## src/rtl/spi_slave_reg_ctrl.sv

```systemverilog
// spi_slave_reg_ctrl: command sequencer between the byte-level spi_slave
// and an internal register bus.
//
// A command byte (bit7 = read, low bits = start address) opens a
// transaction. Data bytes then stream with address auto-increment:
// writes go out on reg_we, and read data is preloaded into tx_data_reg
// before the next byte. A transaction ends on an inter-byte idle
// timeout or on rx_error.
//
// Ports:
//   sysclk, nreset           clock, async active-low reset
//   enable                   sync enable; low freezes the FSM and timer
//   rx_data_reg/_ready       received byte from spi_slave
//   rx_reg_re                pop pulse to spi_slave
//   tx_data_reg, tx_reg_we   tx hold register and its update pulse
//   tx_reg_empty             spi_slave tx status (read underrun check)
//   rx_error, clear_error    spi_slave overrun flag and its clear pulse
//   reg_addr/_wdata/_we/_re  register bus; reg_rdata valid a cycle
//   reg_rdata                after reg_re
//   busy                     high whenever not IDLE
//   err_flag                 sticky error, cleared by a new command
//
// Optional: define SPI_CTRL_ERRCNT_EN to add err_count[7:0], a
// saturating count of rx_error aborts and read underruns.
module spi_slave_reg_ctrl #(
    parameter int         ADDR_W     = 7,
    parameter int         TIMEOUT    = 1024,
    parameter logic [7:0] DUMMY_BYTE = 8'h00
) (
    input  logic              sysclk,
    input  logic              nreset,
    input  logic              enable,
    input  logic [7:0]        rx_data_reg,
    input  logic              rx_data_ready,
    output logic              rx_reg_re,
    output logic [7:0]        tx_data_reg,
    output logic              tx_reg_we,
    input  logic              tx_reg_empty,
    input  logic              rx_error,
    output logic              clear_error,
    output logic [ADDR_W-1:0] reg_addr,
    output logic [7:0]        reg_wdata,
    output logic              reg_we,
    output logic              reg_re,
    input  logic [7:0]        reg_rdata,
    output logic              busy,
    output logic              err_flag
`ifdef SPI_CTRL_ERRCNT_EN
    ,
    output logic [7:0]        err_count
`endif
);

    localparam int CNT_W = $clog2(TIMEOUT + 1);
    localparam logic [CNT_W-1:0] TO_MAX = CNT_W'(TIMEOUT);

    localparam logic [2:0] IDLE  = 3'd0;
    localparam logic [2:0] WR    = 3'd1;
    localparam logic [2:0] FETCH = 3'd2;
    localparam logic [2:0] LOAD  = 3'd3;
    localparam logic [2:0] RD    = 3'd4;

    logic [2:0]       state;
    logic [CNT_W-1:0] to_cnt;
    logic             pop_mask;
    logic             clr_mask;
    logic             we_pend;
    logic             tx_pend;

    logic consume;
    logic avail;
    logic err_hit;
    logic byte_ok;
    logic to_hit;
    logic underrun;

    // A byte or error just acted on is masked for one cycle so the
    // spi_slave has time to drop its flag; nothing is taken twice.
    assign consume  = (state == IDLE) || (state == WR) || (state == RD);
    assign avail    = enable && rx_data_ready && !pop_mask;
    assign err_hit  = enable && rx_error && !clr_mask;
    assign byte_ok  = avail && consume && !err_hit;
    assign underrun = byte_ok && (state == RD) && tx_reg_empty;
    assign to_hit   = enable && !err_hit && !byte_ok &&
                      ((state == WR) || (state == RD)) &&
                      (to_cnt == TO_MAX);

    // A pending byte is also drained (and discarded) on an error abort.
    assign rx_reg_re   = avail && (consume || err_hit);
    assign clear_error = err_hit;
    assign reg_re      = enable && (state == FETCH) && !err_hit;
    assign reg_we      = enable && we_pend;
    assign tx_reg_we   = enable && tx_pend;
    assign busy        = (state != IDLE);

    always_ff @(posedge sysclk or negedge nreset) begin
        if (!nreset) begin
            state       <= IDLE;
            to_cnt      <= '0;
            pop_mask    <= 1'b0;
            clr_mask    <= 1'b0;
            we_pend     <= 1'b0;
            tx_pend     <= 1'b0;
            tx_data_reg <= DUMMY_BYTE;
            reg_addr    <= '0;
            reg_wdata   <= '0;
            err_flag    <= 1'b0;
        end else if (enable) begin
            pop_mask <= rx_reg_re;
            clr_mask <= err_hit;
            we_pend  <= 1'b0;
            tx_pend  <= 1'b0;

            if ((state == IDLE) || rx_reg_re)
                to_cnt <= '0;
            else if (to_cnt != TO_MAX)
                to_cnt <= to_cnt + CNT_W'(1);

            // Post-increment after the write strobe, so reg_we always
            // carries the address the byte was meant for.
            if (we_pend)
                reg_addr <= reg_addr + ADDR_W'(1);

            if (err_hit) begin
                state       <= IDLE;
                err_flag    <= 1'b1;
                tx_data_reg <= DUMMY_BYTE;
                tx_pend     <= 1'b1;
            end else if (to_hit) begin
                state       <= IDLE;
                tx_data_reg <= DUMMY_BYTE;
                tx_pend     <= 1'b1;
            end else begin
                case (state)
                    IDLE: begin
                        if (byte_ok) begin
                            reg_addr <= rx_data_reg[ADDR_W-1:0];
                            err_flag <= 1'b0;
                            state    <= rx_data_reg[7] ? FETCH : WR;
                        end
                    end
                    WR: begin
                        if (byte_ok) begin
                            reg_wdata <= rx_data_reg;
                            we_pend   <= 1'b1;
                        end
                    end
                    FETCH: state <= LOAD;
                    LOAD: begin
                        tx_data_reg <= reg_rdata;
                        tx_pend     <= 1'b1;
                        state       <= RD;
                    end
                    RD: begin
                        if (byte_ok) begin
                            reg_addr <= reg_addr + ADDR_W'(1);
                            state    <= FETCH;
                            if (underrun)
                                err_flag <= 1'b1;
                        end
                    end
                    default: state <= IDLE;
                endcase
            end
        end
    end

`ifdef SPI_CTRL_ERRCNT_EN
    always_ff @(posedge sysclk or negedge nreset) begin
        if (!nreset)
            err_count <= 8'h00;
        else if ((err_hit || underrun) && (err_count != 8'hFF))
            err_count <= err_count + 8'h01;
    end
`endif

endmodule

```

## config.mk

```make
export PLATFORM = sky130hd
export DESIGN_NAME = spi_slave_reg_ctrl
export DESIGN_NICKNAME = d
export VERILOG_FILES = /design/src/rtl/spi_slave_reg_ctrl.sv
export SDC_FILE = /design/constraint.sdc
export NUM_CORES = 1
export LEC_CHECK = 0
export CAP_MARGIN = 25
export CELL_PAD_IN_SITES_DETAIL_PLACEMENT = 1
export CELL_PAD_IN_SITES_GLOBAL_PLACEMENT = 1
export CORE_MARGIN = 2
export CORE_UTILIZATION = 39
export DETAILED_ROUTE_END_ITERATION = 12
export GPL_TIMING_DRIVEN = 0
export PLACE_DENSITY_LB_ADDON = 0.1
export SKIP_CTS_REPAIR_TIMING = 1
export SYNTH_ARGS = -nofsm -noshare
export SYNTH_HDL_FRONTEND = slang
export SYNTH_SLANG_ARGS = --single-unit
```

## constraint.sdc

```tcl
create_clock -name sysclk -period 2.2 [get_ports sysclk]
set_input_delay 0.66 -clock sysclk [delete_from_list [all_inputs] [get_ports sysclk]]
set_output_delay 0.66 -clock sysclk [all_outputs]
set_load 0.02 [all_outputs]
```

==> summary.txt <==
Die
  – Die area: 0.006874 mm^2
  – Ports: 52
  – CORE AREA: 0.005956 mm^2
  – Initial core utilization: 40.78%
  – Die height: a little over 80 um
  – Site Rows: 28
  – Die Wd: between 80 and 90 um

Setup path
  – Element type at the critical path start: input port
  – Data arrival time of the worst path: 1.53 ns
  – CP required: about 1.5 ns
  – Setup crit end kind: output port
  – Crit Path Category: input port to output port
  – CP max FO: 7
  – Worst reg-to-reg setup slack: 0.17 ns

Global route
  – Total GRT Usage: 21.82%
  – Initial antenna violation count: 0
  – First-pass GRT wire length: approximately 12000 um
  – Largest net degree at the start of global routing: 23
  – Vias in the first global route: about 2300
  – Overflow after GRT: 0

Cells and area
  – Layout Nets: 340
  – Most common cell after layout, fill and taps aside: clkdlybuf4s50_1
  – Final core utilization: 54.47%
  – Area delta synth->final: 33.59%
  – Largest register FFs: 11
  – Fraction of layout cells with a size suffix above 1: 18.10%
  – # diodes: 0
  – Most frequent cells in the layout: clkdlybuf4s50_1 (41), dfrtp_1 (38), nand2_1 (21), nor2_1 (16), o21ai_0 (16)

Timing
  – Clock skew: between 0.01 and 0.015 ns
  – Setup TNS: 0 ns
  – WHS: 0.3288 ns
  – Actual slew at the worst max-slew pin: between 0.7 and 0.8 ns
  – RSZ-0062 raised after global routing: yes
  – FMAX: 457.0 MHz
  – Max-slew headroom: 50.08%
  – Max-slew violations: 0
  – Period utilization: 99.46%
  – Final setup vio count: 0
  – Final hold viol count: 0
  – Min cycle time layout: 2.188 ns

Pwr
  – VDD IR-drop max: 0.5059 mV
  – Leakage: 1.413 nW
  – Power Density: just over 900 mW/mm^2

Logic synthesis
  – Seq/Total Area, Yosys: 43.28%
  – Ys Warns: 0
  – Syn Inst Count: 250
  – FFs w/ async S/R, synth: 100.0%
  – Number of synthesized register bits: between 40 and 50
  – Synth unique cells: between 50 and 60
  – Most used DFF post-synth: dfrtp_1
  – Net Count, Synth: 275
  – Post-synth EDFFs: 0
  – Synthesized area: 0.002429 mm^2
  – Post-synthesis average cell area: just under 10 um^2

Drt
  – Vias: 2232
  – Final wirelength: 7390 um
  – First-pass DRT Iterations: 4
  – Iter 0 DRT Violations: 104
  – WL/cell: 18.95 um
  – Met2 WL: 3554 um
  – Met1 WL: 3437 um
  – Post-route DRC: 0
  – Topmost layer with routed signal wires: met4
  – Via density: 5.723
  – Met3 WL: 303 um
  – ANT nets after route: 0

CTS
  – Clk Latency, worst-skew pair: around 0.31 ns
  – CTS Buffer Depth: 2
  – CTS tree: yes
  – Clock slew at reported path FFs: 0.09 ns
  – CTS Buf Count: 5
  – H-tree Lvls: 2
  – Sink Count: 42
  – Clk Tree Root Cell: clkbuf_8

Flow run
  – Max cap viols: 0

Placement
  – Port Buffer Count: 50
  – Post-DP HPWL: 5256 um
  – RePlAce Congestion: 0.8387

Run status
  – Status: complete, no violations

Min path
  – HP Class: input port to asynchronous set/reset pin
## logic make-up after synthesis
family,synth area share (%)
AND/OR/NAND/NOR,21.74
adder cells (fa/ha/maj),1.546
buffers and inverters,4.534
AO/OA/AOI/OAI,21.28
flip-flops,43.28
XOR/XNOR,3.967
multiplexers,3.658
## critical path: stages
cell,delay [ns]
dlymetal6s2s_1,0.14
nand2b_1,0.09
buf_6,0.13
nand2_4,0.07
nor4_4,0.24
buf_4,0.18
## synthesized netlist by cell type, types with 2 or more instances
cell | instances | area share [%]
nor4_1 | 2 | 0.52
nand4b_1 | 2 | 0.72
ha_1 | 3 | 1.5
nor2b_1 | 2 | 0.52
o21ai_0 | 16 | 3.3
a21oi_1 | 9 | 1.9
nand3b_1 | 2 | 0.62
and3_1 | 5 | 1.3
o211ai_1 | 5 | 1.5
xor2_1 | 7 | 2.5
a31oi_1 | 2 | 0.52
nand3_1 | 11 | 2.3
nor3_1 | 8 | 1.6
o31ai_2 | 2 | 1.0
nand2b_1 | 3 | 0.77
or3_1 | 3 | 0.77
a22o_1 | 9 | 3.2
xnor2_1 | 4 | 1.4
o221ai_1 | 2 | 0.72
clkbuf_1 | 4 | 0.62
mux2_2 | 7 | 3.2
buf_2 | 3 | 0.62
a21o_1 | 5 | 1.5
o22ai_1 | 3 | 0.77
nand2_1 | 23 | 3.6
inv_1 | 13 | 2.0
dfrtp_1 | 42 | 43
nand4_1 | 4 | 1.0
o2bb2ai_1 | 2 | 0.72
o31ai_1 | 4 | 1.2
nor2_1 | 17 | 2.6
## worst paths after layout
path / startpoint / endpoint / cells past startpoint
min in group sysclk: reg_wdata[7] / reg_wdata[7] / 2
max in group asynchronous: nreset / state[0] / 2
worst min register to register: reg_wdata[7] / reg_wdata[7] / 2
worst min-delay path: nreset / to_cnt[9] / 1
worst max register to register: state[1] / reg_addr[5] / 5
worst max-delay path: rx_error / reg_re / 6
## final cells by class
cell class                 count  area, um^2
buffer                         9       75.07
multi-input combinational    185        1311
inverter                      13       48.80
timing repair buffer          59       580.6
fill                         681        2711
clock inverter                 2       10.01
sequential                    42        1056
tap                           75       93.84
clock buffer                   5       68.82
## routing by layer
layer | up-vias | global-route usage, %
met4 | 0 | 6.110
met1 | 1114 | 30.66
met5 | - | 0
met3 | 7 | 3.678
met2 | 55 | 34.75
li1 | 1056 | -
## metrics by stage
step	total power, mW	area [um^2]	setup slack [ns]	instances
floorplan	1.905	2437	0.05520	250
global route	3.231	3244	-0.06055	390
global placement	2.442	3032	-0.7978	375
detailed placement	2.485	3054	-0.8101	376
CTS	2.988	3133	-0.8268	383
finish	3.033	3244	0.01197	390
## report_power, final
group / switching [mW] / total, mW / internal, mW / leakage (nW)
Combinational: 0.739 / 1.38 / 0.645 / 0.818
Sequential: 0.196 / 1.15 / 0.951 / 0.551
Clock: 0.288 / 0.502 / 0.214 / 0.0438
Total: 1.22 / 3.03 / 1.81 / 1.41
Power figures use the tool's default switching activity.
